$ cat src/rtl/sys_arr_feeder.sv
// Operand feeder for an N x N systolic MAC array: buffers A and B, then streams
// skewed, zero-padded wavefronts onto the array's left and top edges.
module sys_arr_feeder #(
    parameter int N  = 4,
    parameter int IW = $clog2(N)
) (
    input  logic          CLK,
    input  logic          rst,
    input  logic          wr_en,
    input  logic          wr_sel,
    input  logic [IW-1:0] wr_row,
    input  logic [IW-1:0] wr_col,
    input  logic [7:0]    wr_data,
    input  logic          start,
    output logic          busy,
    output logic          done,
    output logic          pe_clr,
    output logic          pe_en,
    output logic [N*8-1:0] a_edge,
    output logic [N*8-1:0] b_edge
);

    localparam int STEPS = 3*N - 2;
    localparam int TW    = $clog2(STEPS);
    localparam logic [TW-1:0] T_LAST = TW'(STEPS - 1);

    typedef enum logic [1:0] {S_IDLE, S_CLEAR, S_STREAM, S_DONE} state_t;

    state_t          state_q, state_d;
    logic [TW-1:0]   t_q, t_d;
    logic [7:0]      a_q [N][N];
    logic [7:0]      b_q [N][N];
    logic            wr_ok;
    logic [N-1:0][7:0] a_nxt, b_nxt;

    // Buffers are frozen outside IDLE so a run always sees one consistent operand set.
    assign wr_ok = wr_en && (state_q == S_IDLE) && (int'(wr_row) < N) && (int'(wr_col) < N);

    always_ff @(posedge CLK) begin
        if (rst) begin
            a_q <= '{default: '0};
            b_q <= '{default: '0};
        end else if (wr_ok) begin
            if (!wr_sel) a_q[wr_row][wr_col] <= wr_data;
            else         b_q[wr_row][wr_col] <= wr_data;
        end
    end

    always_comb begin
        state_d = state_q;
        t_d     = t_q;
        case (state_q)
            S_IDLE: begin
                if (start) state_d = S_CLEAR;
            end
            S_CLEAR: begin
                state_d = S_STREAM;
                t_d     = '0;
            end
            S_STREAM: begin
                if (t_q == T_LAST) state_d = S_DONE;
                else               t_d     = t_q + TW'(1);
            end
            S_DONE: begin
                state_d = S_IDLE;
                t_d     = '0;
            end
            default: begin
                state_d = S_IDLE;
                t_d     = '0;
            end
        endcase
    end

    // Edge data is computed from the next step so it lands in the same cycle as pe_en.
    always_comb begin
        int d;
        d     = 0;
        a_nxt = '0;
        b_nxt = '0;
        if (state_d == S_STREAM) begin
            for (int i = 0; i < N; i++) begin
                d = int'(t_d) - i;
                if (d >= 0 && d < N) begin
                    a_nxt[i] = a_q[IW'(i)][d[IW-1:0]];
                    b_nxt[i] = b_q[d[IW-1:0]][IW'(i)];
                end
            end
        end
    end

    always_ff @(posedge CLK) begin
        if (rst) begin
            state_q <= S_IDLE;
            t_q     <= '0;
            busy    <= 1'b0;
            done    <= 1'b0;
            pe_clr  <= 1'b0;
            pe_en   <= 1'b0;
            a_edge  <= '0;
            b_edge  <= '0;
        end else begin
            state_q <= state_d;
            t_q     <= t_d;
            busy    <= (state_d != S_IDLE);
            done    <= (state_d == S_DONE);
            pe_clr  <= (state_d == S_CLEAR);
            pe_en   <= (state_d == S_STREAM);
            a_edge  <= a_nxt;
            b_edge  <= b_nxt;
        end
    end

endmodule

$ cat config.mk
export PLATFORM = sky130hd
export DESIGN_NAME = sys_arr_feeder
export DESIGN_NICKNAME = d
export VERILOG_FILES = /design/src/rtl/sys_arr_feeder.sv
export SDC_FILE = /design/constraint.sdc
export NUM_CORES = 1
export LEC_CHECK = 0
export BUFFER_PORTS_ARGS = -buffer_cell sky130_fd_sc_hd__buf_2
export CAP_MARGIN = 20
export CORE_ASPECT_RATIO = 1.75
export CORE_MARGIN = 2
export CORE_UTILIZATION = 25
export CTS_CLUSTER_DIAMETER = 80
export DETAILED_ROUTE_END_ITERATION = 8
export GPL_ROUTABILITY_DRIVEN = 0
export REMOVE_ABC_BUFFERS = 1
export SKIP_CTS_REPAIR_TIMING = 1
export SYNTH_ARGS = -nofsm -noshare
export SYNTH_HDL_FRONTEND = slang
export SYNTH_SLANG_ARGS = --single-unit
$ cat constraint.sdc
create_clock -name CLK -period 3 [get_ports CLK]
set_clock_uncertainty 0.2 [all_clocks]
set_input_delay 0 -clock CLK [delete_from_list [all_inputs] [get_ports CLK]]
set_output_delay 0 -clock CLK [all_outputs]
set_load 0.005 [all_outputs]
# Yosys cells after proc, flatten, opt, wreduce, memory -nomap -nowiden
# Cells that the tools add are included.
[word_totals]
reg_bits = 314
in_bits = 17
[op_classes]
muxes = 29
reduce_logical = 16
add_sub_neg = 4
magnitude_cmp = 16
bitwise = 12
eq_ne = 7
[ops]
columns = ["operator", "count"]
rows = [
  ["bitwise mux 128 bit", 2],
  ["binary-select mux 32 bit (select 2 bit)", 2],
  ["two-way mux 32 bit", 3],
  ["two-way mux 8 bit", 9],
  ["binary-select mux 8 bit (select 2 bit)", 4],
  ["demux 32 bit (select 2 bit)", 1],
  ["two-way mux 24 bit", 2],
  [">= comparator 3 bit (second input constant)", 6],
  ["NOT 2 -> 3 bit", 6],
  ["demux 8 bit (select 2 bit)", 1],
  [">= comparator 5 x 1 -> 1 bit (second input constant)", 3],
  ["less-than comparator 5 x 4 -> 1 bit (second input constant)", 3],
  ["OR reduction 3 bit", 4],
  ["subtractor 4 x 2 -> 5 bit (second input constant)", 2],
  ["== test 2 bit (second input constant)", 4],
  ["one-hot mux 2 bit (4 select lines)", 1],
  ["one-hot mux 4 bit (2 select lines)", 1],
  ["logical AND 1 bit", 7],
  ["less-than comparator 3 x 1 -> 1 bit (second input constant)", 2],
  ["NOT 1 bit", 6],
  ["subtractor 4 x 1 -> 5 bit (second input constant)", 1],
  ["adder 4 x 1 -> 4 bit (second input constant)", 1],
  ["== test 2 x 1 -> 1 bit (second input constant)", 2],
  ["== test 4 bit (second input constant)", 1],
  ["other kinds (8)", 10],
]

# Logic depth before layout (Yosys ltp)
[depth]
depth_word = 8
ltp_mapped = 10
ltp_nobuf = 7

# Worst setup path after synthesis
# Ideal clock, no wire load.
[synth_timing]
path_type = "reg2reg"
startpoint = "register t_q[1]"
endpoint = "register a_edge[0]"
t_arrival_ns = 2.018
required_ns = 2.730
stages_incl_launch_ff = 10
path_slack_ns = 0.712
cell_sequence = "dfxtp_1 > inv_1 > ha_1 > or3b_1 > mux2i_1 > or2_1 > buf_4 > buf_4 > o221ai_1 > a21oi_1"
[synth_via]
elab_chain_cells = 7
elab_cells_between_ends = 17
cone_classes = "1 x add/sub; 2 x order compare; 2 x eq/ne; 7 x mux; 3 x bitwise; 2 x reduce/logical"
[synth_rtl]
columns = ["element", "line", "rtl"]
rows = [
  ["start, declared", "30", "logic [TW-1:0] t_q, t_d;"],
  ["start signal, assigned", "104", "t_q <= t_d;"],
  ["adder 4 x 1 -> 4 bit / == test 4 bit (equally long branches)", "62, 61", ""],
  ["two-way mux 4 bit", "61", "if (t_q == T_LAST) state_d = S_DONE;"],
  ["one-hot mux 4 bit (2 select lines)", "52", "case (state_q)"],
  [">= comparator 4 x 1 -> 1 bit, or another cell as far along", "84", "if (d >= 0 && d < N) begin"],
  ["logical AND 1 bit / binary-select mux 8 bit (select 2 bit) (equally long branches)", "84, 85", ""],
  ["NOT 1 bit (no source line) / two-way mux 8 bit (equally long branches)", "n/a", ""],
  ["OR reduction 3 bit (no source line) / two-way mux 8 bit (equally long branches)", "n/a", ""],
  ["end signal, assigned", "109", "a_edge <= a_nxt;"],
  ["end, declared", "19", "output logic [N*8-1:0] a_edge,"],
]
# Parallel ways exist; a longest one is shown, timed or not. The select of a mux whose other input is x is not followed.
# A chain may end at the register's enable or synchronous reset.

# Final worst setup path
[layout_timing]
startpoint = "register t_q[1]"
endpoint = "register b_edge[14]"
[layout_via]
elab_chain_cells = 8
elab_cells_between_ends = 18
cone_classes = "2 x add/sub; 2 x order compare; 2 x eq/ne; 7 x mux; 3 x bitwise; 2 x reduce/logical"
[layout_rtl]
columns = ["element", "line", "rtl"]
rows = [
  ["adder 4 x 1 -> 4 bit / == test 4 bit (equally long branches)", "62, 61", ""],
  ["two-way mux 4 bit", "61", ""],
  ["one-hot mux 4 bit (2 select lines)", "52", ""],
  ["subtractor 4 x 1 -> 5 bit", "83", "d = int'(t_d) - i;"],
  [">= comparator 5 x 1 -> 1 bit, or another cell as far along", "84", ""],
  ["logical AND 1 bit / binary-select mux 32 bit (select 2 bit) (equally long branches)", "84, 86", ""],
  ["NOT 1 bit (no source line) / two-way mux 24 bit (equally long branches)", "n/a", ""],
  ["OR reduction 3 bit (no source line) / two-way mux 24 bit (equally long branches)", "n/a", ""],
  ["end signal, assigned", "110", "b_edge <= b_nxt;"],
  ["end, declared", "20", "output logic [N*8-1:0] b_edge"],
]
# Parallel ways exist; a longest one is shown, timed or not. The select of a mux whose other input is x is not followed.

==> results.md <==
- Fin cells: 1,185
- Synth cell types: 53
- Initial antenna violation count: 1
- Worst reg2reg path startpoint: t_q[1]
- Area contributors post-synth: dfxtp_1 (48%), mux2i_1 (16%), nor2_1 (6.2%)
- Crit Path Max Fanout: 12
- GRT Util Overall: between 10% and 20%
- Status: finished clean
- Setup WS pre-CTS: 0.2754 ns
- Largest net degree at the start of global routing: 70
- DRC viols: 0
- Crit path launch type: flip-flop
- P_int: 3.799 mW
- Dpl cells: 1,138
- Post-synth top area cell: dfxtp_1
- Sequential share of power: a little over two fifths
- DRT iter0 DRCs: 310
- # rows: 81
- Synth top area share: 48.33%
- Total gr overflow: 0
- Rel. slew slack: approximately half
- Wire per inst: 15.56 um
- Die W: approximately 130 um
- Clock Latency Late Sink: 0.43 ns
- Post-DRT Antenna Nets: 0
- Reg2Reg Depth: 8
- Setup CP Type: reg2reg
- Sw frac: 30.44%
- Register area share after synthesis: approximately half
- EDFF count, synth: 0
- Leak pwr: 3.408 nW
- Hold Crit Class: in2reg
- Global-route wire length before repair: 28,810 um
- CP endpoint: b_edge[14]
- Maximum achievable frequency: between 0.3 and 0.4 GHz
- Setup crit end kind: flip-flop
- Vias per cell: 4.528
- Crit. Startpoint: t_q[1]
- Syn Std Cell Area: around 0.0070 mm^2
- Vias in the first global route: 5,231
- Peak VDD IR: ~400 uV
- Clock slew at reported path FFs: about 0.07 ns
- Starting Density: between 20 and 30%
- RSZ-0062 raised after global routing: no
- Root Buffer: clkbuf_16
- Post-Route WL: between 15,000 and 20,000 um
- Least-Margin Pin Slew: 0.7495 ns
- Share of cells above drive strength 1: 15.66%
- Die area: 0.02958 mm^2
- TritonCTS clock tree: built
- Async S/R FF share, synth: 0%
- Synth Warn #: 0
- # port buffers: 52
- Slew Viols, Final: 0
- MaxCap Viol Count: 0
- Via count: 5,366
- Most frequent cell after synthesis: dfxtp_1
- Avg Inst Size Synth: 9.516 um^2
- Post-synth top cells: dfxtp_1 (170), nor2_1 (117), mux2i_1 (110)
- Register-to-register setup slack: 0.28 ns
- Register bit total from synthesis: 170
- Final core utilization: between 20% and 30%
- Sw power: approximately 1.7 mW
- FF-to-FF End: b_edge[14]
- DRT Pass-1 Iters: 5
- Pwr/cell area: 655.9 mW/mm^2
- Clock Power Share: about 40%
- Setup violations, final: 0
- Core box area: 0.02787 mm^2
- CTS buffer count: 17
- Req. time, crit path: around 3.1 ns
- Combinational share of power: between 10% and 20%
- Minimum clock period: roughly 2.7 ns
- DP HPWL: 12,550 um
- Clock Tree Buf Depth: 2
- CP arrival: 2.85 ns
- CTS sink cnt: 170
- Final setup margin: between 0.2 and 0.3 ns
- Area Growth Syn to Fin: 18.27%
- Final hold vios: 0
- Post-Syn Instances: 740
- Tcrit/Tclk final: between 90% and 100%
- I/O pin count: 85
- Die Span Y: 226.0 um
- Ys flop type: dfxtp_1
- Setup TNS: 0 ns
- H-tree depth: 4
- Final #Nets: between 800 and 900
layout by cell type, fill, tap and decap left out, types with 4 or more instances in the layout:
cell type and n:
clkbuf_16 17, and2_1 4, buf_4 29, mux2i_1 110, nor2_1 117, nand2_1 57, a22oi_1 16, buf_2 51
inv_1 9, o221ai_1 16, dlygate4sd3_1 14, nand2b_1 4, nand3_1 30, a21oi_1 59, dfxtp_1 170, conb_1 32
a222oi_1 8, a221oi_1 4
worst min-delay path by stage:
stage	from	endpoint	slack (ns)	cells past startpoint
2_1_floorplan	rst	a_q[120]	-0.13	1
3_3_place_gp	rst	state_q[1]	0.16	3
3_5_place_dp	rst	state_q[1]	0.16	3
4_1_cts	rst	state_q[1]	-0.30	3
5_1_grt	wr_col[0]	b_q[90]	0.05	5
6_report	wr_col[0]	b_q[93]	0.009	5
cell families after synthesis:
family / Yosys count / synth area share [%]
compound gates: 121 / 11.94
mux: 111 / 15.80
buf+inv: 95 / 7.516
fa+ha+maj: 4 / 0.7108
flops: 170 / 48.33
other cells: 1 / 0.05325
xor+xnor: 1 / 0.1244
simple gates: 237 / 15.53
per-stage QoR:
step / total power [mW] / cell area [um^2] / hold slack (ns)
2_1_floorplan: 2.894 / 6663 / -0.1309
3_3_place_gp: 3.348 / 7611 / 0.1642
3_5_place_dp: 3.359 / 7611 / 0.1610
4_1_cts: 5.494 / 8183 / -0.3025
5_1_grt: 5.684 / 8325 / 0.05163
6_report: 5.462 / 8328 / 0.008799
state kept, by name (all words and copies together) (netlist names):
register / count
t_q: 4
pe_en: 1
b_q: 64
a_edge: 16
busy: 1
a_q: 64
done: 1
pe_clr: 1
state_q: 2
b_edge: 16
critical path, stage by stage (launching register included):
cell and delay [ns]:
dfxtp_1 0.49, inv_1 0.14, ha_1 0.26, nand3b_4 0.14, mux2_2 0.38, nand2b_1 0.27, buf_4 0.26, mux2i_1 0.15
a221oi_1 0.31
routing by layer:
metal	vias up	GRT usage, %	part of all wire (%)
met1	2568	13.99	40
met3	33	3.175	4.3
li1	2629	-	-
met2	134	23.08	52
met4	2	6.143	3.1
met5	-	0	0.071
area by class of cell:
type	count	area, um^2
timing repair buffer	94	613.1
tap	373	466.7
inverter	9	33.78
sequential	170	3403
multi-input combinational	506	3237
fill	2904	19540
clock inverter	12	115.1
antenna	1	2.502
clock buffer	20	456.7
power by group through the flow:
stage	clock network [mW]	logic [mW]	registers (mW)
final	2.13	0.994	2.33
after global routing	2.26	1.09	2.34
after CTS	2.18	0.977	2.34
after detailed placement	0	0.972	2.39
after global placement	0	0.960	2.39
after floorplan	0	0.506	2.39
Power figures use the tool's default switching activity.
